$ cat src/rtl/mem_pkg.sv
// Shared types and constants for the mem_access load/store stage.
package mem_pkg;

    typedef enum logic {
        IDLE   = 1'b0,
        ACCESS = 1'b1
    } state_t;

    localparam logic [2:0] F3_LB  = 3'b000;
    localparam logic [2:0] F3_LH  = 3'b001;
    localparam logic [2:0] F3_LW  = 3'b010;
    localparam logic [2:0] F3_LBU = 3'b100;
    localparam logic [2:0] F3_LHU = 3'b101;
    localparam logic [2:0] F3_SB  = 3'b000;
    localparam logic [2:0] F3_SH  = 3'b001;
    localparam logic [2:0] F3_SW  = 3'b010;

    localparam int EXC_MISALIGN = 0;
    localparam int EXC_TIMEOUT  = 1;

    // Byte enables for a store of the given size code (funct3[1:0]).
    function automatic logic [3:0] store_be(input logic [1:0] size, input logic [1:0] off);
        case (size)
            F3_SB[1:0]: return 4'b0001 << off;
            F3_SH[1:0]: return 4'b0011 << {off[1], 1'b0};
            default:    return 4'b1111;
        endcase
    endfunction

endpackage

$ cat src/rtl/load_extend.sv
// Load lane selection and sign/zero extension of a returned memory word.
module load_extend
    import mem_pkg::*;
#(
    parameter int DATA_WIDTH = 32
) (
    input  logic [DATA_WIDTH-1:0] rdata,
    input  logic [1:0]            byte_off,
    input  logic [2:0]            funct3,
    output logic [DATA_WIDTH-1:0] data
);

    logic [7:0]  byte_v;
    logic [15:0] half_v;

    always_comb begin
        byte_v = 8'(rdata >> {byte_off, 3'b000});
        half_v = 16'(rdata >> {byte_off[1], 4'b0000});
        case (funct3)
            F3_LB:   data = {{(DATA_WIDTH-8){byte_v[7]}}, byte_v};
            F3_LBU:  data = {{(DATA_WIDTH-8){1'b0}}, byte_v};
            F3_LH:   data = {{(DATA_WIDTH-16){half_v[15]}}, half_v};
            F3_LHU:  data = {{(DATA_WIDTH-16){1'b0}}, half_v};
            default: data = rdata;
        endcase
    end

endmodule

$ cat src/rtl/mem_access.sv
// Pipeline memory-access stage: passthrough, aligned loads/stores over a req/ack bus.
// Optional MEM_TIMEOUT_EN aborts an access that sees no dmem_ack within TIMEOUT_CYCLES.
module mem_access
    import mem_pkg::*;
#(
    parameter int DATA_WIDTH     = 32,
    parameter int TIMEOUT_CYCLES = 16
) (
    input  logic                  clk,
    input  logic                  reset,
    input  logic                  in_valid,
    output logic                  in_ready,
    input  logic [DATA_WIDTH-1:0] alu_result,
    input  logic [DATA_WIDTH-1:0] store_data,
    input  logic                  mem_read,
    input  logic                  mem_write,
    input  logic [2:0]            funct3,
    input  logic [4:0]            rd_in,
    output logic                  dmem_req,
    output logic                  dmem_we,
    output logic [DATA_WIDTH-1:0] dmem_addr,
    output logic [3:0]            dmem_be,
    output logic [DATA_WIDTH-1:0] dmem_wdata,
    input  logic [DATA_WIDTH-1:0] dmem_rdata,
    input  logic                  dmem_ack,
    output logic                  out_valid,
    output logic [DATA_WIDTH-1:0] out_data,
    output logic [4:0]            out_rd,
    output logic [1:0]            out_exc
);

    state_t                state_q, state_d;
    logic                  req_q, req_d, we_q, we_d, load_q, load_d;
    logic [DATA_WIDTH-1:0] addr_q, addr_d, wdata_q, wdata_d;
    logic [3:0]            be_q, be_d;
    logic [2:0]            f3_q, f3_d;
    logic [1:0]            off_q, off_d;
    logic                  out_valid_q, out_valid_d, out_mis_q, out_mis_d;
    logic [DATA_WIDTH-1:0] out_data_q, out_data_d;
    logic [4:0]            out_rd_q, out_rd_d;
    logic [DATA_WIDTH-1:0] lane_wdata, ext_data;
    logic                  misaligned;

`ifdef MEM_TIMEOUT_EN
    localparam int CNT_W = $clog2(TIMEOUT_CYCLES + 1);
    logic [CNT_W-1:0] cnt_q, cnt_d;
    logic             out_to_q, out_to_d;
`else
    logic unused_timeout;
    assign unused_timeout = (TIMEOUT_CYCLES == 0);
`endif

    load_extend #(.DATA_WIDTH(DATA_WIDTH)) u_load_extend (
        .rdata    (dmem_rdata),
        .byte_off (off_q),
        .funct3   (f3_q),
        .data     (ext_data)
    );

    always_comb begin
        case (funct3[1:0])
            F3_SB[1:0]: lane_wdata = {(DATA_WIDTH/8){store_data[7:0]}};
            F3_SH[1:0]: lane_wdata = {(DATA_WIDTH/16){store_data[15:0]}};
            default:    lane_wdata = store_data;
        endcase
        misaligned = ((funct3[1:0] == F3_LH[1:0]) && alu_result[0]) ||
                     ((funct3[1:0] == F3_LW[1:0]) && (alu_result[1:0] != 2'b00));
    end

    always_comb begin
        state_d     = state_q;
        req_d       = req_q;
        we_d        = we_q;
        addr_d      = addr_q;
        be_d        = be_q;
        wdata_d     = wdata_q;
        f3_d        = f3_q;
        off_d       = off_q;
        load_d      = load_q;
        out_valid_d = 1'b0;
        out_data_d  = out_data_q;
        out_rd_d    = out_rd_q;
        out_mis_d   = 1'b0;
`ifdef MEM_TIMEOUT_EN
        cnt_d       = cnt_q;
        out_to_d    = 1'b0;
`endif
        case (state_q)
            IDLE: begin
                if (in_valid) begin
                    out_rd_d = rd_in;
                    if (!mem_read && !mem_write) begin
                        out_valid_d = 1'b1;
                        out_data_d  = alu_result;
                    end else if (misaligned) begin
                        out_valid_d = 1'b1;
                        out_data_d  = '0;
                        out_mis_d   = 1'b1;
                    end else begin
                        // A read+write request is a load; the store half is dropped.
                        state_d = ACCESS;
                        req_d   = 1'b1;
                        we_d    = mem_write & ~mem_read;
                        addr_d  = {alu_result[DATA_WIDTH-1:2], 2'b00};
                        be_d    = mem_read ? 4'b1111 : store_be(funct3[1:0], alu_result[1:0]);
                        wdata_d = lane_wdata;
                        f3_d    = funct3;
                        off_d   = alu_result[1:0];
                        load_d  = mem_read;
`ifdef MEM_TIMEOUT_EN
                        cnt_d   = '0;
`endif
                    end
                end
            end
            ACCESS: begin
                if (dmem_ack) begin
                    state_d     = IDLE;
                    req_d       = 1'b0;
                    we_d        = 1'b0;
                    out_valid_d = 1'b1;
                    out_data_d  = load_q ? ext_data : '0;
`ifdef MEM_TIMEOUT_EN
                    cnt_d       = '0;
                end else begin
                    cnt_d = cnt_q + 1'b1;
                    if (cnt_d == CNT_W'(TIMEOUT_CYCLES)) begin
                        state_d     = IDLE;
                        req_d       = 1'b0;
                        we_d        = 1'b0;
                        out_valid_d = 1'b1;
                        out_data_d  = '0;
                        out_to_d    = 1'b1;
                        cnt_d       = '0;
                    end
`endif
                end
            end
            default: state_d = IDLE;
        endcase
    end

    always_ff @(posedge clk) begin
        if (reset) begin
            state_q     <= IDLE;
            req_q       <= 1'b0;
            we_q        <= 1'b0;
            addr_q      <= '0;
            be_q        <= '0;
            wdata_q     <= '0;
            f3_q        <= '0;
            off_q       <= '0;
            load_q      <= 1'b0;
            out_valid_q <= 1'b0;
            out_data_q  <= '0;
            out_rd_q    <= '0;
            out_mis_q   <= 1'b0;
`ifdef MEM_TIMEOUT_EN
            cnt_q       <= '0;
            out_to_q    <= 1'b0;
`endif
        end else begin
            state_q     <= state_d;
            req_q       <= req_d;
            we_q        <= we_d;
            addr_q      <= addr_d;
            be_q        <= be_d;
            wdata_q     <= wdata_d;
            f3_q        <= f3_d;
            off_q       <= off_d;
            load_q      <= load_d;
            out_valid_q <= out_valid_d;
            out_data_q  <= out_data_d;
            out_rd_q    <= out_rd_d;
            out_mis_q   <= out_mis_d;
`ifdef MEM_TIMEOUT_EN
            cnt_q       <= cnt_d;
            out_to_q    <= out_to_d;
`endif
        end
    end

    always_comb begin
        out_exc               = '0;
        out_exc[EXC_MISALIGN] = out_mis_q;
`ifdef MEM_TIMEOUT_EN
        out_exc[EXC_TIMEOUT]  = out_to_q;
`endif
    end

    assign in_ready   = (state_q == IDLE);
    assign dmem_req   = req_q;
    assign dmem_we    = we_q;
    assign dmem_addr  = addr_q;
    assign dmem_be    = be_q;
    assign dmem_wdata = wdata_q;
    assign out_valid  = out_valid_q;
    assign out_data   = out_data_q;
    assign out_rd     = out_rd_q;

endmodule

$ cat config.mk
export PLATFORM = sky130hd
export DESIGN_NAME = mem_access
export DESIGN_NICKNAME = d
export VERILOG_FILES = /design/src/rtl/mem_pkg.sv /design/src/rtl/load_extend.sv /design/src/rtl/mem_access.sv
export SDC_FILE = /design/constraint.sdc
export NUM_CORES = 1
export LEC_CHECK = 0
export ABC_AREA = 1
export CAP_MARGIN = 40
export CORE_UTILIZATION = 45
export DETAILED_ROUTE_END_ITERATION = 10
export PLACE_DENSITY = 0.81
export REMOVE_ABC_BUFFERS = 1
export SLEW_MARGIN = 40
export SYNTH_ARGS = -nofsm -noshare
export SYNTH_HDL_FRONTEND = slang
export SYNTH_SLANG_ARGS = --single-unit
$ cat constraint.sdc
create_clock -name clk -period 3 [get_ports clk]
set_input_delay 0.3 -clock clk [delete_from_list [all_inputs] [get_ports clk]]
set_output_delay 0.3 -clock clk [all_outputs]
set_load 0.01 [all_outputs]
==> metrics.txt, run 1 <==
outcome finished, final reports clean; Worst setup SP type input pin; Sw Ratio 26.4%; TritonCTS Buffers 17; internal power 3.64 mW; Synth area leaders dfxtp_1 (39%), nand2_1 (17%), nor2_1 (13%), o21ai_0 (5.7%), a21oi_1 (5.6%); # resized after CTS 0; Num Clock Sinks 114; count of cell types in the netlist 29; CTS Buffer Depth 2; final core occ 68.8%; Final Instance Area 8710 µm²; hold depth 2; slowest CP cell clkdlybuf4s50_1; clock slew at reported path FFs 0.05 ns; switching power 1.31 mW; number of global-route vias before repair 6043; RSZ-0062 raised after global routing false; flops & latches, synth 114; WP buf/inv 3; Mapped Cells 924; core area 12700 µm²; max cap viols 0; total number of vias 6532; met2 Use GR 46.9%; clock root cell clkbuf_16; gr ovfl total 0; fin crit share 66.3%; final max-slew violation count 0; area share of the largest cell type after synthesis 39.0%; largest area contributor in the netlist dfxtp_1; met1 Use GR 32.4%; Port-buffer cells 217; Slew HR 49.2%; gr busiest metal met2; max frequency 0.503 GHz; routability cong. 0.904; internal reg-to-reg setup slack 1.04 ns; die area 13500 µm²; Comb power frac 20.9%; cell area power density 568 nW/µm²; clock latency on the worst-skew pair 0.41 ns; hold slack 0.459 ns; num ports 221; Slew @ Worst Pin 0.761 ns; Flop pwr share 34.8%; starting density of the core 46.2%; DIE HEIGHT 116 µm; Placed Instance Area 8070 µm²; final wirelength 18.3 mm; Post-Syn Area per Cell 6.34 µm²; largest net degree at the start of global routing 51; global-route met3 utilization 9.13%; Hold Vio Cnt, Final 0; H-tree depth 4; final antenna-violating net count 0; Vias/cell 5.01; CTS tree yes; Crit. End Element flip-flop; critical path, cell by cell clkdlybuf4s50_1, inv_1, nor2_1, nand2_2, nand3_4, nor2_8, buf_12, o21ai_0, nor2_1; clock power share 44.3%; Hold Path Sink dmem_wdata[7]; Reg-to-Reg End out_data[23]; VDD IR max 257 µV; r2r worst-path depth 7; width of the die 116 µm; layout cells sized above 1 7.41%; Post-Syn Area 5860 µm²; Row Count 41; Fillers 1128; pre-CTS WS 0.648 ns; Worst Path Required 3.34 ns; hpwl dp 12.7 mm; worst setup slack after layout 1.01 ns; Crit Path Class input pin to flip-flop; clock period minus worst slack 1.99 ns; # hold bufs at CTS 0; CP top delay family buffers and inverters; initial antenna violation count 1; Reg-to-Reg Start off_q[1]; Global Route Usage Sum 27.8%; global-route wire length before repair 29.1 mm; Hold Crit Start dmem_wdata[7]; worst hold-check path type flip-flop to flip-flop; Pleak 3.80 nW; Nets 1230; DR pass1 iterations 5; highest net fanout along the worst path 38; post-CTS setup buffers 0; WP data arrival 2.33 ns; register area share after synthesis 39.0%; DRT iter0 DRCs 496; Syn. warnings 0; number of remaining DRC errors 0; WL per Instance 14.0 µm; diodes inserted 0; synthesis-to-layout area growth 48.8%; CP dominant cell by count nor2_1; Setup Skew 0.00991 ns; biggest cell delay along the critical path 0.52 ns; setup violators final 0; Sum Neg Setup Slack 0 ns
-- through the flow --
step                power (mW)  instances
detailed placement        2.78       1273
global placement          2.77       1273
finish                    4.95       1305
global route              5.16       1305
CTS                       4.97       1305
floorplan                 2.21        869
-- worst min-delay path: stages (launching register included) --
cell,delay [ns]
dfxtp_1,0.31
nand2_1,0.06
a21oi_1,0.05
-- kinds of logic (layout without fill, tap and decap cells) --
group / Yosys count / after routing / synth area share, %
and+or+nand+nor: 523 / 523 / 36.1
AOI/OAI and AO/OA: 158 / 158 / 14.5
buffers and inverters: 128 / 335 / 10.3
DFF: 114 / 114 / 39.0
other: 1 / 3 / 0.0640
-- cell usage after synthesis, drive strengths merged --
library cell / number
inv: 70
nand3: 36
dfxtp: 114
and2: 1
o21bai: 1
conb: 1
clkbuf: 21
nor4: 1
o211ai: 8
buf: 36
o21ai: 73
a21oi: 76
nand3b: 1
nor2: 202
clkinv: 1
or2: 1
nand4: 4
nand2: 277
-- layout make-up --
class                   count  area (µm²)  share of cell area (%)
clock inverters             9         150                    1.72
well taps                 172         215                    2.47
flip-flops and latches    114        2280                    26.2
multi-input cells         684        2980                    34.2
inverters                  71         267                    3.06
clock buffers              23         498                    5.71
repair buffers            232        2320                    26.6
-- sequential cells by signal, summed over array words and instances, names as in the netlist --
signal	count
dmem_addr	30
dmem_be	4
dmem_req	1
dmem_wdata	32
dmem_we	1
f3_q	3
load_q	1
off_q	2
out_data	32
out_mis_q	1
out_rd	5
out_valid	1
state_q	1
-- how the worst max path moves through the flow --
stage / start / to / slack [ns] / cells past startpoint
after floorplan: mem_read / out_data[10] / 0.54 / 7
after global placement: funct3[1] / dmem_wdata[6] / 0.71 / 9
after detailed placement: funct3[1] / dmem_addr[19] / 0.65 / 9
after CTS: funct3[1] / dmem_addr[19] / 1.04 / 9
after global routing: off_q[1] / out_data[21] / 0.88 / 8
final: funct3[1] / dmem_addr[19] / 1.01 / 9
-- power groups by stage --
stage | sequential [mW] | combinational (mW) | clock (mW)
floorplan | 1.80 | 0.409 | 0
finish | 1.72 | 1.04 | 2.19
CTS | 1.72 | 1.04 | 2.21
global route | 1.73 | 1.14 | 2.29
detailed placement | 1.75 | 1.03 | 0
global placement | 1.75 | 1.02 | 0
-- routing by layer --
layer / share of wire (%) / wire length (µm)
met4: 2.6 / 484
met5: 0.071 / 13
met2: 47 / 8690
met3: 8.9 / 1640
met1: 41 / 7500
-- placed cells by master, fill, tap and decap left out --
| master | count |
|---|---|
| nor2_2 | 2 |
| a21oi_1 | 66 |
| clkbuf_16 | 17 |
| a21oi_2 | 10 |
| clkinvlp_4 | 2 |
| or2_2 | 1 |
| clkbuf_8 | 5 |
| clkdlybuf4s50_1 | 217 |
| clkbuf_1 | 1 |
| inv_2 | 5 |
| and2_4 | 1 |
| nand2_2 | 16 |
| buf_12 | 3 |
| nand2_1 | 261 |
| clkinv_2 | 3 |
| nand3_1 | 34 |
| buf_4 | 12 |
| nand3_4 | 2 |
| bufinv_16 | 4 |
| o21bai_1 | 1 |
| inv_1 | 66 |
| dfxtp_1 | 114 |
| nand4_1 | 4 |
| nand3b_1 | 1 |
| conb_1 | 3 |
| o21ai_0 | 67 |
| o211ai_1 | 8 |
| nor2_1 | 199 |
| nor2_8 | 1 |
| nor4_1 | 1 |
| o21ai_1 | 6 |
Note: power is estimated with default switching activity, not from simulation.
==> inputs of run 2 (changes only) <==
clock period = 1.85 ns   (was 3 ns; I/O delays follow)
==> metrics.txt, run 2 (same netlist as run 1, synthesis figures left out) <==
TritonCTS Buffers 17; cell area power density 898 nW/µm²; Crit Path Class flip-flop to output port; final antenna-violating net count 0; WL per Instance 14.1 µm; clock root cell clkbuf_16; num ports 221; synthesis-to-layout area growth 51.7%; hold slack 0.374 ns; number of remaining DRC errors 0; Crit. End Element output port; Port-buffer cells 217; CTS Buffer Depth 2; VDD IR max 530 µV; die area 13500 µm²; DRT iter0 DRCs 482; number of global-route vias before repair 6164; H-tree depth 4; fin crit share 91.6%; Nets 1247; Worst Path Required 1.66 ns; clock slew at reported path FFs 0.05 ns; Worst setup SP type flip-flop; pre-CTS WS 0.0264 ns; starting density of the core 46.2%; routability cong. 0.934; Global Route Usage Sum 28.3%; Final Instance Area 8890 µm²; gr ovfl total 0; Setup Skew 0.00461 ns; clock period minus worst slack 1.70 ns; leading cell type in the layout, fill and taps excluded nand2_1; diodes inserted 0; Vias/cell 4.98; # hold bufs at CTS 0; setup violators final 0; CTS tree yes; final wirelength 18.7 mm; global-route wire length before repair 29.4 mm; biggest cell delay along the critical path 0.51 ns; worst hold-check path type input pin to flip-flop; Placed Instance Area 8270 µm²; Row Count 41; layout cells sized above 1 8.78%; worst setup slack after layout 0.154 ns; width of the die 116 µm; Sum Neg Setup Slack 0 ns; total number of vias 6589; outcome finished, final reports clean; Num Clock Sinks 114; initial antenna violation count 0; highest net fanout along the worst path 7; max frequency 0.590 GHz; # resized after CTS 0; largest net degree at the start of global routing 47; Pleak 3.89 nW; core area 12700 µm²; critical path, cell by cell inv_2, clkdlybuf4s50_1; Hold Vio Cnt, Final 0; max cap viols 0; hpwl dp 13.3 mm; fin cells 1322; RSZ-0062 raised after global routing false; final core occ 70.1%; Total Power 7.98 mW; WP data arrival 1.51 ns; post-CTS setup buffers 0; clock latency on the worst-skew pair 0.42 ns; final max-slew violation count 0; placed insts 1290; slowest CP cell dfxtp_1; commonest cells after routing, fill and taps aside nand2_1 (261), clkdlybuf4s50_1 (217), nor2_1 (199), dfxtp_1 (114), o21ai_0 (67); DR pass1 iterations 7; DIE HEIGHT 116 µm
==> run 2: path summary, 6_finish.rpt <==
kind | from | to | slack, ns | cells past startpoint
hold / removal | alu_result[4] | dmem_addr[4] | 0.37 | 3
hold reg to reg | dmem_be[1] | dmem_be[1] | 0.46 | 2
setup / recovery | state_q | in_ready | 0.15 | 2
setup reg to reg | off_q[1] | out_data[21] | 0.22 | 8
==> run 2: final cells by class <==
class                   instances  area [µm²]
clock buffers                  18         429
well taps                     172         215
clock inverters                14         188
repair buffers                249        2520
fillers                      1081        3780
inverters                      71         267
flip-flops and latches        114        2280
multi-input cells             684        2980
==> run 2: power breakdown <==
part           leakage [nW]  internal [mW]  switching [mW]
Clock                 0.292           2.24            1.19
Combinational          2.66          0.877           0.892
Sequential            0.938           2.67           0.116
Total                  3.89           5.79            2.19
==> run 2: per-layer routing <==
layer / track usage [%] / share of wire, %
met1: 32.4 / 41
met2: 48.2 / 48
met3: 10.3 / 8.7
met4: 11.2 / 2.2
met5: 0 / 0
==> run 2: critical path, delay by kind of cell (launching register included) <==
| family | cells | cell delay [ns] |
|---|---|---|
| flops | 1 | 0.51 |
| buf+inv | 2 | 0.57 |
==> inputs of run 3 (changes only) <==
--- a/config.mk
+++ b/config.mk
@@ -9,5 +9,6 @@
 export CAP_MARGIN = 40
-export CORE_UTILIZATION = 45
+export CORE_UTILIZATION = 46
+export CTS_BUF_LIST = sky130_fd_sc_hd__clkbuf_2
 export DETAILED_ROUTE_END_ITERATION = 10
-export PLACE_DENSITY = 0.81
+export PLACE_DENSITY = 0.83
 export REMOVE_ABC_BUFFERS = 1
==> constraint.sdc (replaced) <==
create_clock -name clk -period 1.85 [get_ports clk]
set_input_delay 0.37 -clock clk [delete_from_list [all_inputs] [get_ports clk]]
set_output_delay 0.37 -clock clk [all_outputs]
set_load 0.01 [all_outputs]
==> metrics.txt, run 3 (same netlist as run 1, synthesis figures left out) <==
outcome finished, final reports clean; fin crit share 93.9%; Total Power 5.81 mW; RSZ-0062 raised after global routing false; Final Instance Area 8420 µm²; Global Route Usage Sum 28.3%; number of global-route vias before repair 6121; diodes inserted 0; worst hold-check path type input pin to flip-flop; final wirelength 18.2 mm; max cap viols 0; hpwl dp 13.4 mm; Vias/cell 4.95; num ports 221; Worst Path Required 1.48 ns; max frequency 0.575 GHz; clock latency on the worst-skew pair 0.68 ns; width of the die 115 µm; initial antenna violation count 0; Worst setup SP type flip-flop; Placed Instance Area 8340 µm²; DR pass1 iterations 5; Pleak 4.19 nW; routability cong. 0.926; starting density of the core 48.0%; VDD IR max 464 µV; WP data arrival 1.37 ns; final max-slew violation count 0; clock slew at reported path FFs 0.18 ns; Row Count 40; total number of vias 6576; Nets 1258; die area 13200 µm²; Fillers 1170; commonest cells after routing, fill and taps aside nand2_1 (261), nor2_1 (199), clkdlybuf4s50_1 (109), dfxtp_1 (105), dlygate4sd2_1 (103); DIE HEIGHT 115 µm; largest net degree at the start of global routing 45; cell area power density 691 nW/µm²; core area 12200 µm²; Hold Vio Cnt, Final 0; layout cells sized above 1 10.1%; worst setup slack after layout 0.112 ns; Port-buffer cells 217; number of remaining DRC errors 0; hold slack 0.284 ns; Crit Path Class flip-flop to output port; clock root cell clkbuf_2; final antenna-violating net count 0; leading cell type in the layout, fill and taps excluded nand2_1; highest net fanout along the worst path 4; setup violators final 0; global-route wire length before repair 29.1 mm; Num Clock Sinks 114; synthesis-to-layout area growth 43.7%; Setup Skew 0.0254 ns; gr ovfl total 0; H-tree depth 4; Sum Neg Setup Slack 0 ns; DRT iter0 DRCs 439; clock period minus worst slack 1.74 ns; CTS Buffer Depth 2; CTS tree yes; pre-CTS WS -0.170 ns; TritonCTS Buffers 17; Crit. End Element output port; WL per Instance 13.7 µm
run 3: report_power, final:
group          internal, mW  switching, mW  total (mW)
sequential             2.67          0.107        2.77
clock                 0.479          0.910        1.39
combinational         0.763          0.889        1.65
total                  3.91           1.91        5.81
run 3: stage by stage:
stage,utilization (%),instances
3_5_place_dp,68.3,1295
4_1_cts,68.8,1327
2_1_floorplan,-,869
5_1_grt,68.9,1329
3_3_place_gp,68.3,1295
6_report,68.9,1329
run 3: area by class of cell:
type                            count  area (µm²)  area share [%]
Clock buffer                       22         110            1.31
Clock inverter                     10        67.6           0.803
Inverter                           71         267            3.17
Multi-Input combinational cell    684        2980            35.4
Sequential cell                   114        2300            27.3
Tap cell                          168         210            2.50
Timing Repair Buffer              260        2490            29.5
run 3: what timing repair did:
action / 4_1_cts / 5_1_grt
resized for setup: 118 / 6
setup endpoints to repair: 108 / 6
hold buffers: 0 / 0
pin swaps: 0 / 0
hold endpoints to repair: 0 / 0
buffers inserted: 0 / 2
run 3: layer usage:
| metal | wire length [µm] | GRT usage [%] | part of all wire (%) | up-vias |
|---|---|---|---|---|
| met5 | 0 | 0 | 0 | - |
| met4 | 575 | 13.0 | 3.2 | 0 |
| met3 | 1640 | 8.86 | 9.0 | 39 |
| met2 | 8480 | 47.2 | 47 | 283 |
| met1 | 7520 | 33.3 | 41 | 2917 |
| li1 | - | - | - | 3337 |
run 3: final timing paths:
check,start,end,slack (ns),cells after the start
min,store_data[1],dmem_wdata[1],0.28,3
max reg2reg,off_q[1],out_data[28],0.24,7
max,state_q,in_ready,0.11,2
min reg2reg,dmem_be[0],dmem_be[0],0.47,2
run 3: critical path, cell delays in order, from the launching register on:
cell and delay, ns:
dfxtp_4 0.39, inv_2 0.07, clkdlybuf4s15_1 0.25
